===== config.mk =====
export PLATFORM = sky130hd
export DESIGN_NAME = clb_config_loader
export DESIGN_NICKNAME = d
export VERILOG_FILES = /design/src/rtl/clb_config_loader.sv
export SDC_FILE = /design/constraint.sdc
export NUM_CORES = 1
export LEC_CHECK = 0
export CORE_UTILIZATION = 58
export CTS_CLUSTER_SIZE = 20
export DETAILED_ROUTE_END_ITERATION = 10
export PLACE_DENSITY = 0.84
export SYNTH_ARGS = -nofsm -noshare
export SYNTH_HDL_FRONTEND = slang
export SYNTH_SLANG_ARGS = --single-unit

===== constraint.sdc =====
create_clock -name clb_clk -period 2.2 [get_ports clb_clk]
set_clock_uncertainty 0.1 [all_clocks]
set_input_delay 0.33 -clock clb_clk [delete_from_list [all_inputs] [get_ports clb_clk]]
set_output_delay 0.33 -clock clb_clk [all_outputs]
set_load 0.02 [all_outputs]

===== src/rtl/clb_config_loader.sv =====
// Serial configuration loader: shifts a bitstream into a shadow register and commits it
// to all CLB prog words at once. Define CFG_PARITY_EN to append a checked even-parity bit.
module clb_config_loader #(
    parameter int NUM_CLB = 4,
    parameter int CFG_W   = 17
) (
    input  logic                     clb_clk,
    input  logic                     rst,
    input  logic                     cfg_start,
    input  logic                     cfg_valid,
    input  logic                     cfg_bit,
    output logic                     cfg_ready,
    output logic [NUM_CLB*CFG_W-1:0] prog_bus,
    output logic                     cfg_busy,
    output logic                     cfg_done,
    output logic                     cfg_error
);

    localparam int TOTAL = NUM_CLB * CFG_W;
    localparam int CNT_W = $clog2(TOTAL + 1);
    localparam logic [CNT_W-1:0] LAST_IDX = CNT_W'(TOTAL - 1);

`ifdef CFG_PARITY_EN
    typedef enum logic [1:0] {IDLE, SHIFT, PARITY, APPLY} state_t;
`else
    typedef enum logic [1:0] {IDLE, SHIFT, APPLY} state_t;
`endif

    state_t           state;
    state_t           state_next;
    logic [TOTAL-1:0] shadow;
    logic [TOTAL-1:0] shadow_next;
    logic [TOTAL-1:0] prog_next;
    logic [CNT_W-1:0] bit_cnt;
    logic [CNT_W-1:0] bit_cnt_next;
    logic             ready_next;
    logic             busy_next;
    logic             done_next;
    logic             accept;
    logic             last_bit;

    assign accept   = cfg_valid && cfg_ready;
    assign last_bit = (bit_cnt == LAST_IDX);

`ifdef CFG_PARITY_EN
    logic parity_ok;
    logic error_next;

    // Shadow already holds every data bit when the parity bit arrives.
    assign parity_ok = ~(^shadow ^ cfg_bit);
`else
    assign cfg_error = 1'b0;
`endif

    always_ff @(posedge clb_clk) begin
        if (rst) begin
            state     <= IDLE;
            shadow    <= '0;
            bit_cnt   <= '0;
            prog_bus  <= '0;
            cfg_ready <= 1'b0;
            cfg_busy  <= 1'b0;
            cfg_done  <= 1'b0;
`ifdef CFG_PARITY_EN
            cfg_error <= 1'b0;
`endif
        end else begin
            state     <= state_next;
            shadow    <= shadow_next;
            bit_cnt   <= bit_cnt_next;
            prog_bus  <= prog_next;
            cfg_ready <= ready_next;
            cfg_busy  <= busy_next;
            cfg_done  <= done_next;
`ifdef CFG_PARITY_EN
            cfg_error <= error_next;
`endif
        end
    end

    always_comb begin
        state_next = state;
        case (state)
            IDLE: begin
                if (cfg_start)
                    state_next = SHIFT;
            end
            SHIFT: begin
                if (cfg_start)
                    state_next = SHIFT;
                else if (accept && last_bit)
`ifdef CFG_PARITY_EN
                    state_next = PARITY;
`else
                    state_next = APPLY;
`endif
            end
`ifdef CFG_PARITY_EN
            PARITY: begin
                if (cfg_start)
                    state_next = SHIFT;
                else if (accept)
                    state_next = parity_ok ? APPLY : IDLE;
            end
`endif
            APPLY:   state_next = IDLE;
            default: state_next = IDLE;
        endcase
    end

    // Outputs are computed from the next state so every output leaves a flop.
    always_comb begin
        shadow_next  = shadow;
        bit_cnt_next = bit_cnt;
        prog_next    = prog_bus;
        done_next    = 1'b0;
`ifdef CFG_PARITY_EN
        error_next   = cfg_error;
`endif
        case (state)
            IDLE: begin
                if (cfg_start) begin
                    bit_cnt_next = '0;
`ifdef CFG_PARITY_EN
                    error_next   = 1'b0;
`endif
                end
            end
            SHIFT: begin
                if (cfg_start) begin
                    bit_cnt_next = '0;
                end else if (accept) begin
                    shadow_next  = {shadow[TOTAL-2:0], cfg_bit};
                    bit_cnt_next = bit_cnt + CNT_W'(1);
                end
            end
`ifdef CFG_PARITY_EN
            PARITY: begin
                if (cfg_start)
                    bit_cnt_next = '0;
                else if (accept && !parity_ok)
                    error_next = 1'b1;
            end
`endif
            APPLY: begin
                prog_next = shadow;
                done_next = 1'b1;
            end
            default: begin
                bit_cnt_next = '0;
            end
        endcase

`ifdef CFG_PARITY_EN
        ready_next = (state_next == SHIFT) || (state_next == PARITY);
`else
        ready_next = (state_next == SHIFT);
`endif
        busy_next  = (state_next != IDLE);
    end

endmodule

* Yosys cells after proc, flatten, opt, wreduce, memory -nomap -nowiden *
Index checks and enable logic that the tools add are counted.

word-level totals
  output and inout port bits = 72
  bits of input ports = 5
  register bits = 148
  word-level logic and storage cells = 31

operators by class
  equality and inequality tests = 6
  reductions and logical operators = 6
  bitwise operators = 2
  add/sub/neg operators = 1
  mux-type cells = 9

operators by type and width
  operator                                                                number
  7-bit two-way mux                                                       3
  7-bit case mux with 3 select lines                                      1
  7-bit by 1-bit adder with 7-bit output (second input constant)          1
  7-bit equality test (second input constant)                             1
  2-bit two-way mux                                                       3
  3-bit AND reduction                                                     2
  2-bit by 1-bit equality test with 1-bit output (second input constant)  2
  2-bit case mux with 2 select lines                                      1
  3-bit != test (second input constant)                                   1
  2-bit equality test (second input constant)                             1
  1-bit logical AND                                                       2
  2-bit zero test                                                         1
  2-bit != test (second input constant)                                   1
  1-bit inverter                                                          2
  2-bit nonzero test                                                      1
  1-bit two-way mux                                                       1

* Logic depth before layout (Yosys ltp) *
  word-level depth = 6
  mapped depth = 7

* Worst setup path after synthesis *
Ideal clock, no wire load.

  path kind = reg-to-reg
  start = register cfg_ready
  end = register bit_cnt[0]
  cell stages (with the launch flop) = 5
  clock period less this slack = 1429 ps
  arrival = 1259 ps
  slack = 771 ps
  cell sequence = dfxtp_1 -> nand4b_4 -> buf_4 -> or3_1 -> a21oi_1

between the ends
  word-level cells in the longest chain between the ends = 3

RTL lines
  what                           line  RTL
  start: declaration             12    output logic cfg_ready,
  start signal: assignment       72    cfg_ready <= ready_next;
  1-bit logical AND              42    assign accept = cfg_valid && cfg_ready;
  3-bit != test (no line)        --
  3-bit AND reduction (no line)  --
  end signal: assignment         70    bit_cnt <= bit_cnt_next;
  end: declaration               34    logic [CNT_W-1:0] bit_cnt;

Every way passes these cells.
A chain may end at the register's enable or synchronous reset.

* Worst setup path after layout *
  start = register cfg_ready
  end = output port cfg_ready

No word-level cell between the ends.

==> impl_metrics.ini <==
[routing]
first_iter_violations = 351
viasPerCell = 5.834
post_drt_wl_per_cell_um = 15.01
finalWirelength_um = 12860
dr.pass1.iters = 9
num_vias = 5000
drc = 0
detail-route-antenna-nets = 0

[floorplan]
core-area_mm2 = 0.009240
die_h_um = 99.81
ioPinCount = 77
initial_core_util_pct = 60.05
row_count = 35
chipWidth_um = 99.81
die_area_mm2 = 0.009962

[synth]
synth_warnings = 0
syn_area_mm2 = 0.005549
synth_top_cell_by_area = dfxtp_1
yosysSeqAreaShare_pct = 53.39
synth_top_area_share_pct = 53.39
syn_avg_cell_area_um2 = 8.221
synth_nets = 681
synthCells = 675
yosys-top-cells-area = dfxtp_1 (53%), a21oi_1 (13%), nand2_1 (9.3%)
synth_seq_cells = 148
ys_types = 32

[clock_tree]
root_buffer = clkbuf_8
cts_buffers = 17
clock_path_buffers = 2
cts_resized = 0
cts_max_level = 4
cts.clk_slew.worst_paths_ps = 60
cts_tree = done
cts_sinks = 148
clk_latency_ps = 520

[layout]
drive_above_1_share_pct = 6.731
ff_latch_area_mm2 = 0.002964
most-common-layout-cells = dfxtp_1 (147), a21oi_1 (140), nand2_1 (138), nand3_1 (77), clkdlybuf4s50_1 (74)
multi_input_area_mm2 = 0.002265
stdcell_count = 857
fin_nets = 723
mostFrequentLayoutCell = dfxtp_1
antenna_cells = 0
synthToLayoutAreaGrowth_pct = 23.86
n_fill_cell = 684

[critical_path]
r2r_slack_ps = 460
path_buf_inv = 1
arrival_ps = 1660
start_kind = flop
reg2reg_from = state[0]$_SDFF_PP0_
cp_max_fo = 5
crit_slowest_cell = clkdlybuf4s50_1
rr_endpoint = shadow[42]$_SDFFE_PP0P_
slowest_delay_ps = 680
path_cells = clkdlybuf4s50_1
cp_num_cells = 1
startpoint = cfg_ready$_SDFF_PP0_
crit_type = reg -> out
worst_r2r_path_depth = 4
required_ps = 1770
cp-end-kind = output port
cp_top_family = buffers and inverters

[timing]
tns_ps = 0
setup_violations = 0
rsz0062_at_grt = no
worstMarginPinSlew_ps = 640.1
hold_slack_ps = 292.5
fmax_mhz = 477.6
relSlewSlack_pct = 57.32
timing.final.crit_share_pct = 95.18
slew_viol_final = 0
finalHoldViolCount = 0
post-route-min-period_ps = 2094

[placement]
dp_cells = 826
gp_congestion = 0.8567
dp_hpwl_um = 7313
port_buffers = 75

[global_route]
grt_pass1_wl_um = 21490
grt_use_total_pct = 26.89
gr-total-overflow = 0
grt_start_max_net_pins = 72
antenna_found_initial = 0
grt_pass1_vias = 4598

[power_and_ir_drop]
finalPower_mw = 5.734
switching_power_mw = 1.137
seq_power_share_pct = 47.0
power.density_mw_per_mm2 = 834.3
combPwrFrac_pct = 1.8
leakage_nw = 2.190
switching_share_pct = 19.84
ir_worst_vdd_v = 0.0005690
power.internal_mw = 4.596
p_clk_share_pct = 51.3

[outcome]
status = finished clean

[run]
drv_cap = 0

[min_path]
holdPathEnd = shadow[0]$_SDFFE_PP0P_
hold_class = in -> reg
hold_path_depth = 3
holdCritStartpoint = cfg_bit
area by class of cell:
| type | count | area share, % |
|---|---|---|
| Clock inverter | 10 | 2.276 |
| Sequential cell | 148 | 43.13 |
| Tap cell | 129 | 2.348 |
| Clock buffer | 20 | 6.481 |
| Timing Repair Buffer | 88 | 12.71 |
| Multi-Input combinational cell | 460 | 32.95 |
| Inverter | 2 | 0.1092 |
metal layers:
metal,vias up,wire (µm),track usage [%]
met3,19,768,6.128
met5,-,0,0
met4,0,166,10.07
li1,2399,-,-
met2,210,6495,43.45
met1,2372,5431,35.31
worst reg2reg max path: cells and delay by family, from the launching register on:
family / cells / cell delay, ps
DFF: 1 / 580
buffers and inverters: 1 / 280
and+or+nand+nor: 2 / 530
AOI/OAI and AO/OA: 1 / 170
timing repair:
item                      4_1_cts  5_1_grt
hold endpoints to repair        2        0
setup buffers                   0        0
hold buffers                    1        0
sequential cells by signal (all words and copies together), names as in the netlist:
register	cells
prog_bus	68
cfg_done	1
bit_cnt	7
state	2
cfg_ready	1
shadow	68
cfg_busy	1
Yosys cell counts, drive strengths merged:
master and n:
buf 36, and4b 1, nand4b 1, o21ai 69, inv 2, nand3 77
nor3 1, dfxtp 148, a21oi 140, mux2i 5, nand2b 1, nand3b 4
o21a 1, or4 2, conb 1, nor2b 2, a21boi 3, clkbuf 29
nand4bb 1, nor2 2, a211oi 1, or3b 4, ha 1, nand4 4
nand2 138, or3 1
logic make-up (layout without fill, tap and decap cells):
family                     count (synthesis)  in the layout  synth area share (%)
DFF                                      148            148                 53.39
other                                      1              1               0.06758
buffers and inverters                     67            120                 5.998
and+or+nand+nor                          239            239                 19.66
muxes                                      5              5                 1.127
AOI/OAI and AO/OA                        214            214                 19.53
adders and majority gates                  1              1                0.2254
worst max path at each step:
stage / end / slack [ps]
finish: cfg_ready / 110
global route: cfg_ready / 70
CTS: cfg_ready / 90
detailed placement: shadow[52]$_SDFFE_PP0P_ / 80
global placement: shadow[49]$_SDFFE_PP0P_ / 170
floorplan: bit_cnt[0]$_SDFFE_PP0P_ / 770
power groups by stage:
stage          registers, mW  clock network, mW  logic (mW)
2_1_floorplan           2.75                  0      0.0727
3_3_place_gp            2.75                  0      0.0967
3_5_place_dp            2.75                  0      0.0982
4_1_cts                 2.69               2.96       0.101
5_1_grt                 2.69               3.08       0.110
6_report                2.69               2.94       0.102
metrics by stage:
stage	setup WS, ps	util, %	cell area [µm²]
4_1_cts	87.72	74.38	6873
5_1_grt	68.67	74.38	6873
3_3_place_gp	169.4	67.76	6261
3_5_place_dp	82.85	67.76	6261
6_report	106.1	74.38	6873
2_1_floorplan	770.8	-	5549
Power figures use the tool's default switching activity.
==> RTL edit 1, RTL diff (same flow settings) <==
Add an input register stage for `cfg_valid`; this delays it by one clock. The other inputs are not delayed to match.
--- a/src/rtl/clb_config_loader.sv
+++ b/src/rtl/clb_config_loader.sv
@@ -22,2 +22,8 @@
 
+    logic cfg_valid_q;
+
+    always_ff @(posedge clb_clk) begin
+        cfg_valid_q <= cfg_valid;
+    end
+
 `ifdef CFG_PARITY_EN
@@ -41,3 +47,3 @@
 
-    assign accept   = cfg_valid && cfg_ready;
+    assign accept   = cfg_valid_q && cfg_ready;
     assign last_bit = (bit_cnt == LAST_IDX);
Check against the original RTL: no difference found for any inputs over 10 cycles, from zero or initial values and one cycle with rst high; that may be too few to reach the edited logic, so the function may still have changed.
==> RTL edit 1 against the unedited design <==
Die area barely moved; sequential cell count is 1 higher; clock power up 7.8%; synthesized area barely moved; cell count is 0.47% higher; worst setup slack got worse by 0.0031 ns; first-iteration DRC count increased by 14%; routed wire length is 4.3% lower; global-route usage decreased by 1.4 points; final area is 1.2% higher; critical path depth unchanged; power is 4.3% higher; largest power group unchanged; highest routed layer unchanged.
==> RTL edit 1: results <==
metrics = {
    "detailed_routing": {
        "vias": 4947,
        "detail_route.wirelength_um": 12300,
        "detail_route.iter0.violations": 399,
        "firstDrtPassIters": 6,
    },
    "global_route": {
        "first_global_vias": 4627,
        "initial_antenna_violation_count": 0,
        "grt_pass1_wl_um": 20700,
        "grt_use_total_pct": 25.5,
        "maximum_number_of_pins_on_one_net_before_global_route_repair": 62,
    },
    "worst_setup_path": {
        "regToRegSetupSlack_ns": 0.25,
        "r2r-end": "shadow[2]",
        "worstReg2RegStart": "state[1]",
        "reg2regPathDepth": 5,
        "slowest_delay_ns": 0.66,
    },
    "layout": {
        "antenna_cells_inserted": 0,
        "register_area_mm2": 0.00298,
        "nNetsFinal": 725,
        "flow.area_growth_from_synthesis_pct": 25.3,
        "reg_top3": "prog_bus: 68 flops, shadow: 68 flops, bit_cnt: 7 flops",
        "n_clock_buffer": 19,
        "flops_and_latches": 149,
        "n_fill_cell": 631,
        "clockNetworkAreaShare_pct": 9.50,
        "buffer_area_share_pct": 12.6,
        "final_layout_size_suffix_gt1_share_pct": 7.38,
        "final.signal_buffer_count": 89,
        "post_layout_nonfiller_instances": 861,
    },
    "timing": {
        "timing.max_slew.rel_slack_pct": 62.4,
        "min_period_ns": 2.10,
        "fin_worst_hold_slack_ns": 0.148,
    },
    "cts": {
        "clock-root-buffer": "sky130_fd_sc_hd__clkbuf_8",
        "clkLatencyLatePin_ns": 0.52,
    },
    "logic_synthesis": {
        "adder_and_majority_cell_fraction_of_the_synthesized_area_pct": 0.225,
        "synth_mux_area_share_pct": 1.13,
        "synth_common_cells": "sky130_fd_sc_hd__dfxtp_1, sky130_fd_sc_hd__a21oi_1, sky130_fd_sc_hd__nand2_1",
        "syn-mean-instance-area_um2": 8.22,
        "yosysSeqAreaShare_pct": 53.7,
        "yosys-top-cells-area": "sky130_fd_sc_hd__dfxtp_1, sky130_fd_sc_hd__a21oi_1, sky130_fd_sc_hd__nand2_1",
        "synth_compound_area_share_pct": 19.5,
        "ys_types": 31,
        "synth_xor_xnor_area_share_pct": 0,
        "synthesis.nets": 682,
    },
    "min_path": {
        "min_delay_endpoint": "cfg_valid_q",
        "min-delay-start": "cfg_valid",
        "hold-path-cell-count": 1,
    },
    "placement": {
        "place_congestion": 0.710,
        "post-place-cells": 829,
        "place_area_mm2": 0.00630,
        "dp_hpwl_um": 7270,
        "place_worst_setup_slack_ns": 0.227,
    },
    "status": {
        "result_of_the_run": "complete, no violations",
    },
    "pwr": {
        "swShare_pct": 20.2,
        "p_leak_uw": 0.00222,
        "worst_ir_drop_vdd_uv": 610,
    },
}
## RTL edit 1: changes by cell type in the layout (fill, tap and decap cells not counted)
cell and delta:
sky130_fd_sc_hd__buf_4 +2, sky130_fd_sc_hd__bufinv_16 +1, sky130_fd_sc_hd__clkbuf_1 -1, sky130_fd_sc_hd__clkinv_2 -4
sky130_fd_sc_hd__clkinv_4 +2, sky130_fd_sc_hd__dfxtp_1 +1, sky130_fd_sc_hd__dlygate4sd3_1 -1, sky130_fd_sc_hd__inv_6 +4
sky130_fd_sc_hd__o21ai_0 +3, sky130_fd_sc_hd__o21ai_1 -3
## RTL edit 1: power groups by stage
stage,Clock [µW],Sequential (µW),Combinational [µW]
after floorplan,0,2770,72.4
after global placement,0,2770,93.1
after detailed placement,0,2770,95.8
after CTS,3200,2710,96.6
after global routing,3310,2710,105
final,3170,2710,97.1
## RTL edit 1: per-layer routing
layer	GRT usage, %	wire (µm)
met3	6.75	701
met1	30.3	5100
met2	44.1	6270
met5	0	0
met4	10.1	231
==> RTL edit 2, RTL diff (same settings) <==
Without the edit above. Change the parameter `NUM_CLB` from 4 to 2.
--- a/src/rtl/clb_config_loader.sv
+++ b/src/rtl/clb_config_loader.sv
@@ -3,3 +3,3 @@
 module clb_config_loader #(
-    parameter int NUM_CLB = 4,
+    parameter int NUM_CLB = 2,
     parameter int CFG_W   = 17
Interface: changed (resized prog_bus); port bits go from 77 to 43. No check against the original RTL was run, so the function may have changed too.
==> RTL edit 2 against the unedited design <==
Synthesized area shrank 46%; die area is 45% lower; worst setup slack better by 0.28 ns; final area shrank 46%; routed wire length decreased by 50%; sequential power is 46% lower; combinational power up 9.8%; largest cell class unchanged; power is 49% lower; count of clock-buffer cells in the layout down 10; sequential cell count fell by 69; global-route usage shrank 0.59 points; critical path depth did not move.
==> RTL edit 2: results <==
metrics = {
    "logic_synthesis": {
        "yosysSeqAreaShare_pct": 52.7,
        "synth_common_cells": "sky130_fd_sc_hd__dfxtp_1, sky130_fd_sc_hd__a21oi_1, sky130_fd_sc_hd__nand2_1",
        "yosys-top-cells-area": "sky130_fd_sc_hd__dfxtp_1, sky130_fd_sc_hd__a21oi_1, sky130_fd_sc_hd__nand2_1",
        "ys_types": 32,
        "synthesis.nets": 373,
    },
    "cts": {
        "cts-htree-levels": 3,
        "clkLatencyLatePin_ns": 0.35,
        "clk_pin_slew_ns": 0.08,
        "cts_post_setup_buffers_inserted": 0,
        "numCtsBuffers": 9,
        "cts-root-to-sink-buffers": 2,
    },
    "layout": {
        "nNetsFinal": 406,
        "reg_top3": "prog_bus: 34 flops, shadow: 34 flops, bit_cnt: 6 flops",
        "final_layout_size_suffix_gt1_share_pct": 7.96,
        "antenna_cells_inserted": 0,
    },
    "worst_setup_path": {
        "path_delay_family": "buffers and inverters",
        "critPathArrivalTime_ns": 1.39,
        "regToRegSetupSlack_ns": 0.53,
        "slowest_delay_ns": 0.63,
        "worstReg2RegStart": "state[0]",
    },
    "global_route": {
        "first_global_vias": 2418,
        "grt_pass1_wl_um": 10900,
        "maximum_number_of_pins_on_one_net_before_global_route_repair": 41,
        "initial_antenna_violation_count": 0,
        "grt_use_total_pct": 26.3,
    },
    "placement": {
        "portBuffers": 41,
        "place_congestion": 0.796,
        "dp_hpwl_um": 3840,
        "place_worst_setup_slack_ns": 0.190,
    },
    "detailed_routing": {
        "detail_route.iter0.violations": 233,
        "firstDrtPassIters": 6,
        "routed_via_density": 5.72,
        "detail_route.wirelength_um": 6470,
        "final_antenna_net_count": 0,
    },
    "timing": {
        "min_period_ns": 1.82,
        "fin_worst_hold_slack_ns": 0.354,
    },
    "min_path": {
        "min-delay-start": "prog_bus[6]",
        "holdCritPathClass": "flip-flop to flip-flop",
    },
    "pwr": {
        "worst_ir_drop_vdd_uv": 557,
        "p_leak_uw": 0.00119,
    },
    "status": {
        "result_of_the_run": "complete, no violations",
    },
}
-- RTL edit 2: cell count changes in the layout (fill, tap and decap cells not counted), moves of 6 or more --
cell                              unedited run  this run
sky130_fd_sc_hd__a21oi_1                   140        72
sky130_fd_sc_hd__clkbuf_16                  16         0
sky130_fd_sc_hd__clkbuf_8                    3         9
sky130_fd_sc_hd__clkdlybuf4s50_1            74        40
sky130_fd_sc_hd__dfxtp_1                   147        79
sky130_fd_sc_hd__nand2_1                   138        70
sky130_fd_sc_hd__nand3_1                    77        44
sky130_fd_sc_hd__o21ai_0                    65        33
-- RTL edit 2: logic make-up (layout without fill, tap and decap cells) --
| family | count (synthesis) | in the layout | synth area share, % |
|---|---|---|---|
| simple gates | 129 | 129 | 19.6 |
| compound gates | 113 | 113 | 19.4 |
| flops | 79 | 79 | 52.7 |
| buf+inv | 37 | 73 | 5.50 |
| mux | 5 | 5 | 1.79 |
| fa+ha+maj | 2 | 2 | 0.834 |
| other cells | 1 | 1 | 0.125 |
-- RTL edit 2: layout make-up --
class	count	area [µm²]
inverter	4	15.0
multi-input combinational	250	1260
sequential	79	1580
clock inverter	4	120
tap	67	83.8
fill	382	1150
timing repair buffer	55	510
clock buffer	10	128
-- RTL edit 2: power breakdown --
part,switching [µW],total [µW],internal [µW]
Combinational,79.3,112,32.7
Clock,493,1350,857
Sequential,7.00,1440,1430
Total,579,2900,2320
-- RTL edit 2: tightest hold or removal path: cells and delay by family (launching register included) --
family             cells  cell delay [ns]
DFF                    1             0.31
AOI/OAI and AO/OA      1             0.05
and+or+nand+nor        1             0.05
-- RTL edit 2: per-stage QoR --
step | util [%] | instance area, µm² | instances
after floorplan | - | 3000 | 366
after global placement | 71.2 | 3450 | 455
after detailed placement | 71.2 | 3450 | 455
after CTS | 76.3 | 3700 | 469
after global routing | 76.3 | 3700 | 469
final | 76.3 | 3700 | 469
-- RTL edit 2: final timing paths --
check                     end  cells past startpoint
setup reg to reg   shadow[28]                      4
setup / recovery    cfg_ready                      1
hold reg to reg   prog_bus[6]                      2
hold / removal    prog_bus[6]                      2
-- RTL edit 2: routing by layer --
metal	share of wire, %	wire [µm]	track usage [%]	vias to the layer above
li1	-	-	-	1314
met1	45	2940	33.2	1279
met2	48	3140	43.1	80
met3	5.0	326	8.37	8
met4	1.0	67	7.69	0
met5	0	0	0	-
